$ cat config.mk
export PLATFORM = sky130hd
export DESIGN_NAME = mem_arbiter
export DESIGN_NICKNAME = d
export VERILOG_FILES = /design/src/rtl/mem_arbiter_pkg.sv /design/src/rtl/mem_arbiter_pick.sv /design/src/rtl/mem_arbiter.sv
export SDC_FILE = /design/constraint.sdc
export NUM_CORES = 1
export LEC_CHECK = 0
export BUFFER_PORTS_ARGS = -buffer_cell sky130_fd_sc_hd__buf_2
export CAP_MARGIN = 20
export CORE_AREA = 5 5 197 199
export DETAILED_ROUTE_END_ITERATION = 8
export DIE_AREA = 0 0 202 204
export HOLD_SLACK_MARGIN = 0.03
export PLACE_DENSITY = 0.41
export SLEW_MARGIN = 20
export SYNTH_ARGS = -nofsm -noshare
export SYNTH_HDL_FRONTEND = slang
export SYNTH_SLANG_ARGS = --single-unit
$ cat constraint.sdc
create_clock -name clk -period 2.3 [get_ports clk]
set_clock_uncertainty 0.1 [all_clocks]
set_input_delay 0.345 -clock clk [delete_from_list [all_inputs] [get_ports clk]]
set_output_delay 0.345 -clock clk [all_outputs]
set_load 0.02 [all_outputs]
$ cat src/rtl/mem_arbiter_pkg.sv
// Shared types for the fetch/data single-port memory arbiter.
// Used by mem_arbiter and arb_pick.
package mem_arbiter_pkg;

  localparam int MSIZE_W    = 3;
  localparam int REQ_ADDR_W = 64;
  localparam int REQ_DATA_W = 64;
  localparam int STRB_W     = 8;

  localparam logic [MSIZE_W-1:0] FETCH_SIZE = 3'd2;

  localparam logic LG_FETCH = 1'b0;
  localparam logic LG_DATA  = 1'b1;

  localparam int GNT_I = 0;
  localparam int GNT_D = 1;

  typedef enum logic [1:0] {
    IDLE,
    BUSY_I,
    BUSY_D
  } arb_state_t;

  typedef struct packed {
    logic [REQ_ADDR_W-1:0] addr;
    logic                  write;
    logic [MSIZE_W-1:0]    size;
    logic [STRB_W-1:0]     strobe;
    logic [REQ_DATA_W-1:0] wdata;
  } arb_req_t;

endpackage

$ cat src/rtl/mem_arbiter_pick.sv
// Grant selection for the memory arbiter; tie-break depends on
// MEM_ARB_RR_EN (round-robin) or fixed data priority when undefined.
module arb_pick
  import mem_arbiter_pkg::*;
(
  input  logic       i_valid,
  input  logic       d_valid,
  input  logic       last_grant,
  output logic [1:0] grant
);

  logic tie_d;

`ifdef MEM_ARB_RR_EN
  assign tie_d = (last_grant == LG_FETCH);
`else
  logic unused_last;
  assign unused_last = last_grant;
  assign tie_d       = 1'b1;
`endif

  always_comb begin
    grant = 2'b00;
    if (i_valid && d_valid) begin
      grant[GNT_D] = tie_d;
      grant[GNT_I] = !tie_d;
    end else begin
      grant[GNT_D] = d_valid;
      grant[GNT_I] = i_valid;
    end
  end

endmodule

$ cat src/rtl/mem_arbiter.sv
// Single-port memory arbiter between fetch and data requesters.
// Define MEM_ARB_RR_EN for round-robin tie-break (else data wins).
module mem_arbiter
  import mem_arbiter_pkg::*;
#(
  parameter int ADDR_W = 64,
  parameter int DATA_W = 64
) (
  input  logic              clk,
  input  logic              reset,
  input  logic              i_valid,
  input  logic [ADDR_W-1:0] i_addr,
  output logic              i_ok,
  output logic [31:0]       i_data,
  input  logic              d_valid,
  input  logic [ADDR_W-1:0] d_addr,
  input  logic              d_write,
  input  logic [2:0]        d_size,
  input  logic [7:0]        d_strobe,
  input  logic [DATA_W-1:0] d_wdata,
  output logic              d_ok,
  output logic [DATA_W-1:0] d_rdata,
  output logic              m_valid,
  output logic [ADDR_W-1:0] m_addr,
  output logic              m_write,
  output logic [2:0]        m_size,
  output logic [7:0]        m_strobe,
  output logic [DATA_W-1:0] m_wdata,
  input  logic              m_ok,
  input  logic [DATA_W-1:0] m_rdata
);

  arb_state_t state_q, state_d;
  arb_req_t   req_q, req_d;
  logic [1:0] grant;
  logic       lg_q;

`ifdef MEM_ARB_RR_EN
  logic lg_d;

  always_comb begin
    lg_d = lg_q;
    if (state_q == IDLE && |grant) begin
      lg_d = grant[GNT_D] ? LG_DATA : LG_FETCH;
    end
  end

  always_ff @(posedge clk) begin
    if (reset) lg_q <= LG_FETCH;
    else       lg_q <= lg_d;
  end
`else
  assign lg_q = LG_FETCH;
`endif

  arb_pick u_pick (
    .i_valid   (i_valid),
    .d_valid   (d_valid),
    .last_grant(lg_q),
    .grant     (grant)
  );

  always_comb begin
    state_d = state_q;
    req_d   = req_q;
    i_ok    = 1'b0;
    d_ok    = 1'b0;
    unique case (state_q)
      IDLE: begin
        if (grant[GNT_D]) begin
          req_d.addr   = REQ_ADDR_W'(d_addr);
          req_d.write  = d_write;
          req_d.size   = d_size;
          req_d.strobe = d_strobe;
          req_d.wdata  = REQ_DATA_W'(d_wdata);
          state_d      = BUSY_D;
        end else if (grant[GNT_I]) begin
          req_d.addr   = REQ_ADDR_W'(i_addr);
          req_d.write  = 1'b0;
          req_d.size   = FETCH_SIZE;
          req_d.strobe = '0;
          req_d.wdata  = '0;
          state_d      = BUSY_I;
        end
      end
      BUSY_I: begin
        if (m_ok) begin
          i_ok    = 1'b1;
          state_d = IDLE;
        end
      end
      BUSY_D: begin
        if (m_ok) begin
          d_ok    = 1'b1;
          state_d = IDLE;
        end
      end
      default: state_d = IDLE;
    endcase
  end

  always_ff @(posedge clk) begin
    if (reset) begin
      state_q <= IDLE;
      req_q   <= '0;
    end else begin
      state_q <= state_d;
      req_q   <= req_d;
    end
  end

  assign m_valid  = (state_q != IDLE);
  assign m_addr   = req_q.addr[ADDR_W-1:0];
  assign m_write  = req_q.write;
  assign m_size   = req_q.size;
  assign m_strobe = req_q.strobe;
  assign m_wdata  = req_q.wdata[DATA_W-1:0];

  // Responses are zeroed outside their ok pulse so idle outputs stay quiet.
  assign i_data  = !i_ok       ? '0 :
                   req_q.addr[2] ? m_rdata[DATA_W-1:32] : m_rdata[31:0];
  assign d_rdata = d_ok ? m_rdata : '0;

endmodule
======== Word-level counts from Yosys, hierarchy flattened ========
Index checks and enable logic that the tools add are counted.
cells by class
  equal/unequal tests ..................... 4
  multiplexer cells ....................... 13
  reductions and logical operators ........ 7
operator list
  operator                                              number
  2-to-1 mux 140 bit                                    2
  2-to-1 mux 32 bit                                     2
  2-to-1 mux 64 bit                                     1
  2-to-1 mux 2 bit                                      4
  case mux 2 bit (2 select lines)                       1
  AND reduction 2 bit                                   2
  nonzero test 2 bit                                    2
  2-to-1 mux 1 bit                                      3
  != test 3 bit (second input constant)                 1
  equality test 2 x 1 -> 1 bit (second input constant)  1
  equality test 2 bit (second input constant)           1
  zero test 2 bit                                       1
  != test 2 x 1 -> 1 bit (second input constant)        1
  OR reduction 2 bit                                    1
  logical AND 1 bit                                     1
storage, ports and cells
  register bits ........................... 142
  input bits .............................. 273
  output and inout port bits .............. 239
  logic and storage cells ................. 30

======== Longest topological paths before layout ========
  depth after elaboration ................. 5
  depth in mapped cells ................... 8
  depth with buffers taken out ............ 5

======== Hierarchy ========
Synthesis repeated with hierarchy kept, for this count alone.
unflattened totals
  cells, all modules ...................... 715
  area total of the unflattened synthesis .. 7031.7 µm²
modules (own cells, without submodules)
  module       times used  cells each  area each (µm²)  seq. area each (µm²)
  mem_arbiter  1           713         7021.7           2842.7
  arb_pick     1           2           10.0             0.0

======== Worst setup path before layout ========
No wires, ideal clock.
  path type ............................... reg-to-output
  start ................................... register req_q, in the netlist m_addr[2]
  end ..................................... output port i_data[10]
  arrival ................................. 1.268 ns
  required time ........................... 1.855 ns
  slack ................................... 0.587 ns
  cell stages (with the launch flop) ...... 5
  path buffers ............................ 2
  cells stage by stage .................... dfxtp_1 buf_2 buf_2 mux2i_1 nor2_1
between the ends
  cells in the longest elaborated chain, start to end .. 2
RTL lines
  what                    line                source
  from (decl)             mem_arbiter.sv:34   arb_req_t req_q, req_d;
  from (signal assigned)  mem_arbiter.sv:108  req_q <= req_d;
  2-to-1 mux 32 bit       mem_arbiter.sv:121  req_q.addr[2] ? m_rdata[DATA_W-1:32] : m_rdata[31:0];
  2-to-1 mux 32 bit       mem_arbiter.sv:120  assign i_data = !i_ok ? '0 :
  to (decl)               mem_arbiter.sv:14   output logic [31:0] i_data,
Every way passes these cells.

======== Worst setup path in the final report ========
  start ................................... register state_q[1]
  end ..................................... output port i_data[17]
between the ends
  cells in the longest elaborated chain, start to end .. 3
RTL lines
  what                          line                source
  from (decl)                   mem_arbiter.sv:33   arb_state_t state_q, state_d;
  from (signal assigned)        mem_arbiter.sv:107  state_q <= state_d;
  equality test 2 x 1 -> 1 bit  mem_arbiter.sv:68   unique case (state_q)
  2-to-1 mux 1 bit              mem_arbiter.sv:68
  2-to-1 mux 32 bit             mem_arbiter.sv:120
Every way passes these cells.

==> insert_results.sql <==
INSERT INTO impl_metrics (metric_group, metric, value, unit) VALUES
('status', 'status', 'finished clean', ''),
('sta', 'timing.final.setup_violations', '0', ''),
('final_layout', 'area.growth.synth_to_final', '61.74', '%'),
('sta', 'worst_hold_slack', '0.06199', 'ns'),
('logic_synthesis', 'synth-edff-count', '0', ''),
('global_route', 'global_route_wire_length_before_repair', '43.01', 'mm'),
('clock_tree', 'clock-root-buffer', 'sky130_fd_sc_hd__clkbuf_16', ''),
('placed_design', 'pre_cts_ws', '0.3584', 'ns'),
('routing', 'route.final.wire_length', '29.36', 'mm'),
('global_route', 'gr-total-overflow', '0', ''),
('setup_path', 'worst_setup_path_start_kind', 'register', ''),
('final_layout', 'nets', '1525', ''),
('logic_synthesis', 'synth-seq-area-share', '41.41', '%'),
('setup_path', 'worst_setup_path_startpoint', 'state_q[1]', ''),
('run', 'drv_cap', '0', ''),
('routing', 'drt_first_iter_violations', '269', ''),
('placed_design', 'place.port_buffers', '511', ''),
('setup_path', 'end_kind', 'output pin', ''),
('die', 'die_area', '41210', 'um2'),
('sta', 'total_count_of_hold_check_failures_in_the_final_report', '0', ''),
('die', 'die_w', '202', 'um'),
('power_and_ir_drop', 'p_per_cell_area', '760.2', 'nW/um2'),
('power_and_ir_drop', 'total_switching_power', '2702', 'uW'),
('setup_path', 'critical_path_arrival', '1.70', 'ns'),
('power_and_ir_drop', 'vdd_ir_drop_max', '0.0004610', 'V'),
('sta', 'timing_worst_slew_pin_value', '0.9019', 'ns'),
('clock_tree', 'clk_pin_slew_worst_paths', '0.06', 'ns'),
('setup_path', 'crit_type', 'reg -> out', ''),
('setup_path', 'crit_required', '1.86', 'ns'),
('placed_design', 'estimated_wirelength_of_the_detail_placed_design', '23.09', 'mm'),
('die', 'fp.dieH', '204', 'um'),
('power_and_ir_drop', 'power.switching_fraction', '32.01', '%'),
('logic_synthesis', 'synthFlopType', 'sky130_fd_sc_hd__dfxtp_1', ''),
('routing', 'routed-via-count', '7287', ''),
('global_route', 'vias_in_the_first_global_route', '7335', ''),
('logic_synthesis', 'synth_area_per_cell', '9.627', 'um2'),
('routing', 'route.layer.met1.wl', '11.00', 'mm'),
('routing', 'detail_route.drc_violations', '0', ''),
('power_and_ir_drop', 'p_int', '5738', 'uW'),
('die', 'initial_utilization', '18.53', '%'),
('sta', 'finalMaxSlewViolations', '0', ''),
('clock_tree', 'tritoncts.num_buffers', '17', ''),
('setup_path', 'worst_r2r_endpoint', 'm_addr[46]', ''),
('routing', 'detail_route.vias_per_cell', '4.198', ''),
('logic_synthesis', 'synth-async-reset-ratio', '0', '%'),
('logic_synthesis', 'flip_flop_and_latch_count_after_synthesis', '142', ''),
('clock_tree', 'h_tree_depth', '4', ''),
('clock_tree', 'cts_tree', 'done', ''),
('global_route', 'grt.total_usage', '13.38', '%'),
('die', 'core_region_area', '37040', 'um2'),
('sta', 'fin_crit', '2.146', 'ns'),
('setup_path', 'crit_fanout', '33', ''),
('logic_synthesis', 'synthesis.instances', '713', ''),
('final_layout', 'layout-drive-gt1-share', '50.00', '%'),
('hold_path', 'timing.hold.worst.start', 'd_wdata[52]', ''),
('power_and_ir_drop', 'power.combinational.fraction', '28.9', '%'),
('power_and_ir_drop', 'clock_power_share', '37.1', '%'),
('placed_design', 'gp_congestion', '0.8327', ''),
('logic_synthesis', 'synth.distinct_cells', '25', ''),
('setup_path', 'startpoint_of_the_lowest_slack_register_to_register_path', 'state_q[0]', ''),
('routing', 'post_drt_wl_per_cell', '16.91', 'um'),
('routing', 'first_pass_iters', '5', ''),
('die', 'io_pins', '512', ''),
('setup_path', 'r2r_cells', '6', ''),
('sta', 'final_cycle_share', '93.28', '%'),
('clock_tree', 'number_of_buffers_inserted_to_repair_setup_after_cts', '0', ''),
('clock_tree', 'worstSkewPairLatency', '0.43', 'ns'),
('routing', 'drtAntennaViolNets', '0', ''),
('die', 'placementRows', '71', ''),
('power_and_ir_drop', 'static-leakage-power', '0.005791', 'uW'),
('routing', 'detailroute.wirelength.met3', '2.046', 'mm');
-- state kept, by name (all words and copies together), names as in the netlist --
name / cells
m_addr: 64
m_wdata: 64
m_strobe: 8
m_size: 3
state_q: 2
m_write: 1
-- synthesized netlist by cell type, types with 4 or more instances --
library cell               number  area (um2)
sky130_fd_sc_hd__and3_1        64       400.4
sky130_fd_sc_hd__nor2_1       172       645.6
sky130_fd_sc_hd__buf_4          8       60.06
sky130_fd_sc_hd__buf_2         17       85.08
sky130_fd_sc_hd__clkbuf_1      31       116.4
sky130_fd_sc_hd__a22oi_2        7       87.58
sky130_fd_sc_hd__buf_6         19       214.0
sky130_fd_sc_hd__inv_1          5       18.77
sky130_fd_sc_hd__a22oi_1       68       510.5
sky130_fd_sc_hd__a211oi_2      55       688.2
sky130_fd_sc_hd__dfxtp_1      142        2843
sky130_fd_sc_hd__mux2i_1       96       960.9
sky130_fd_sc_hd__a211oi_1      10       75.07
sky130_fd_sc_hd__ha_1           4       50.05
-- final cells by class --
type	instances	area [um2]
diodes	2	5.005
clock buffers	21	480.5
clock inverters	10	183.9
fillers	3978	25940
inverters	5	18.77
multi-input cells	490	3523
flip-flops and latches	142	2844
well taps	474	593.1
repair buffers	592	3453
-- cells by family (layout without fill, tap and decap cells) --
kind of cell             Yosys count  after routing  synth area share (%)
AO/OA/AOI/OAI                    146            146                 20.47
adder cells (fa/ha/maj)            4              4                0.7292
buffers and inverters             81            628                 7.419
flip-flops                       142            142                 41.41
multiplexers                      96             96                 14.00
other                              0              2                     0
AND/OR/NAND/NOR                  244            244                 15.97
-- placed cells by master (no fill, tap or decap), drive strengths merged --
| cell | instances |
|---|---|
| clkinvlp | 2 |
| nor3b | 1 |
| a21oi | 2 |
| and3 | 64 |
| nor2b | 2 |
| o21a | 1 |
| nor2 | 172 |
| a211oi | 65 |
| dlygate4sd3 | 60 |
| mux2i | 96 |
| bufinv | 5 |
| a22oi | 75 |
| inv | 5 |
| or4 | 1 |
| dfxtp | 142 |
| diode | 2 |
| clkinv | 3 |
| ha | 4 |
| and2 | 2 |
| clkbuf | 21 |
| nand2 | 1 |
| nand2b | 1 |
| o21ai | 3 |
| buf | 532 |
-- worst min path at each step --
stage                       end  slack (ns)  cells past startpoint
global route        m_wdata[29]        0.04                      3
CTS                 m_wdata[58]        0.03                      3
floorplan            state_q[0]        0.37                      2
finish              m_wdata[52]        0.06                      3
detailed placement   m_addr[38]        0.39                      2
global placement     m_wdata[3]        0.38                      2
-- per-stage QoR --
stage	instance area (um2)	utilization [%]	instances	power (uW)
after floorplan	6864	-	713	4451
after global placement	9828	26.53	1643	5305
after detailed placement	9828	26.53	1643	5316
after CTS	11090	29.95	1734	8594
after global routing	11100	29.97	1736	8886
final	11100	29.97	1736	8440
-- power groups by stage --
stage,clock network (uW),logic (uW),registers [uW]
after global routing,3340,2650,2900
after floorplan,0,1210,3240
final,3130,2440,2870
after detailed placement,0,2400,2920
after CTS,3240,2480,2870
after global placement,0,2390,2920
-- metal layers --
layer	vias up	GRT usage [%]
li1	3608	-
met1	3345	14.00
met2	297	25.17
met3	35	4.046
met4	2	5.029
met5	-	0
-- critical path, cell delays in order (launching register included) --
cell and delay (ns):
sky130_fd_sc_hd__dfxtp_1 0.36, sky130_fd_sc_hd__inv_1 0.09, sky130_fd_sc_hd__ha_1 0.18, sky130_fd_sc_hd__nand2_1 0.07, sky130_fd_sc_hd__buf_6 0.28, sky130_fd_sc_hd__nor2_1 0.09
sky130_fd_sc_hd__buf_2 0.17
-- repair_timing --
action                     in CTS  in global routing
hold endpoints to repair       60                  0
setup endpoints to repair       0                 33
gates resized for setup         0                  1
hold buffers                   60                  0
No activity file was read; power rests on OpenSTA's default activity.
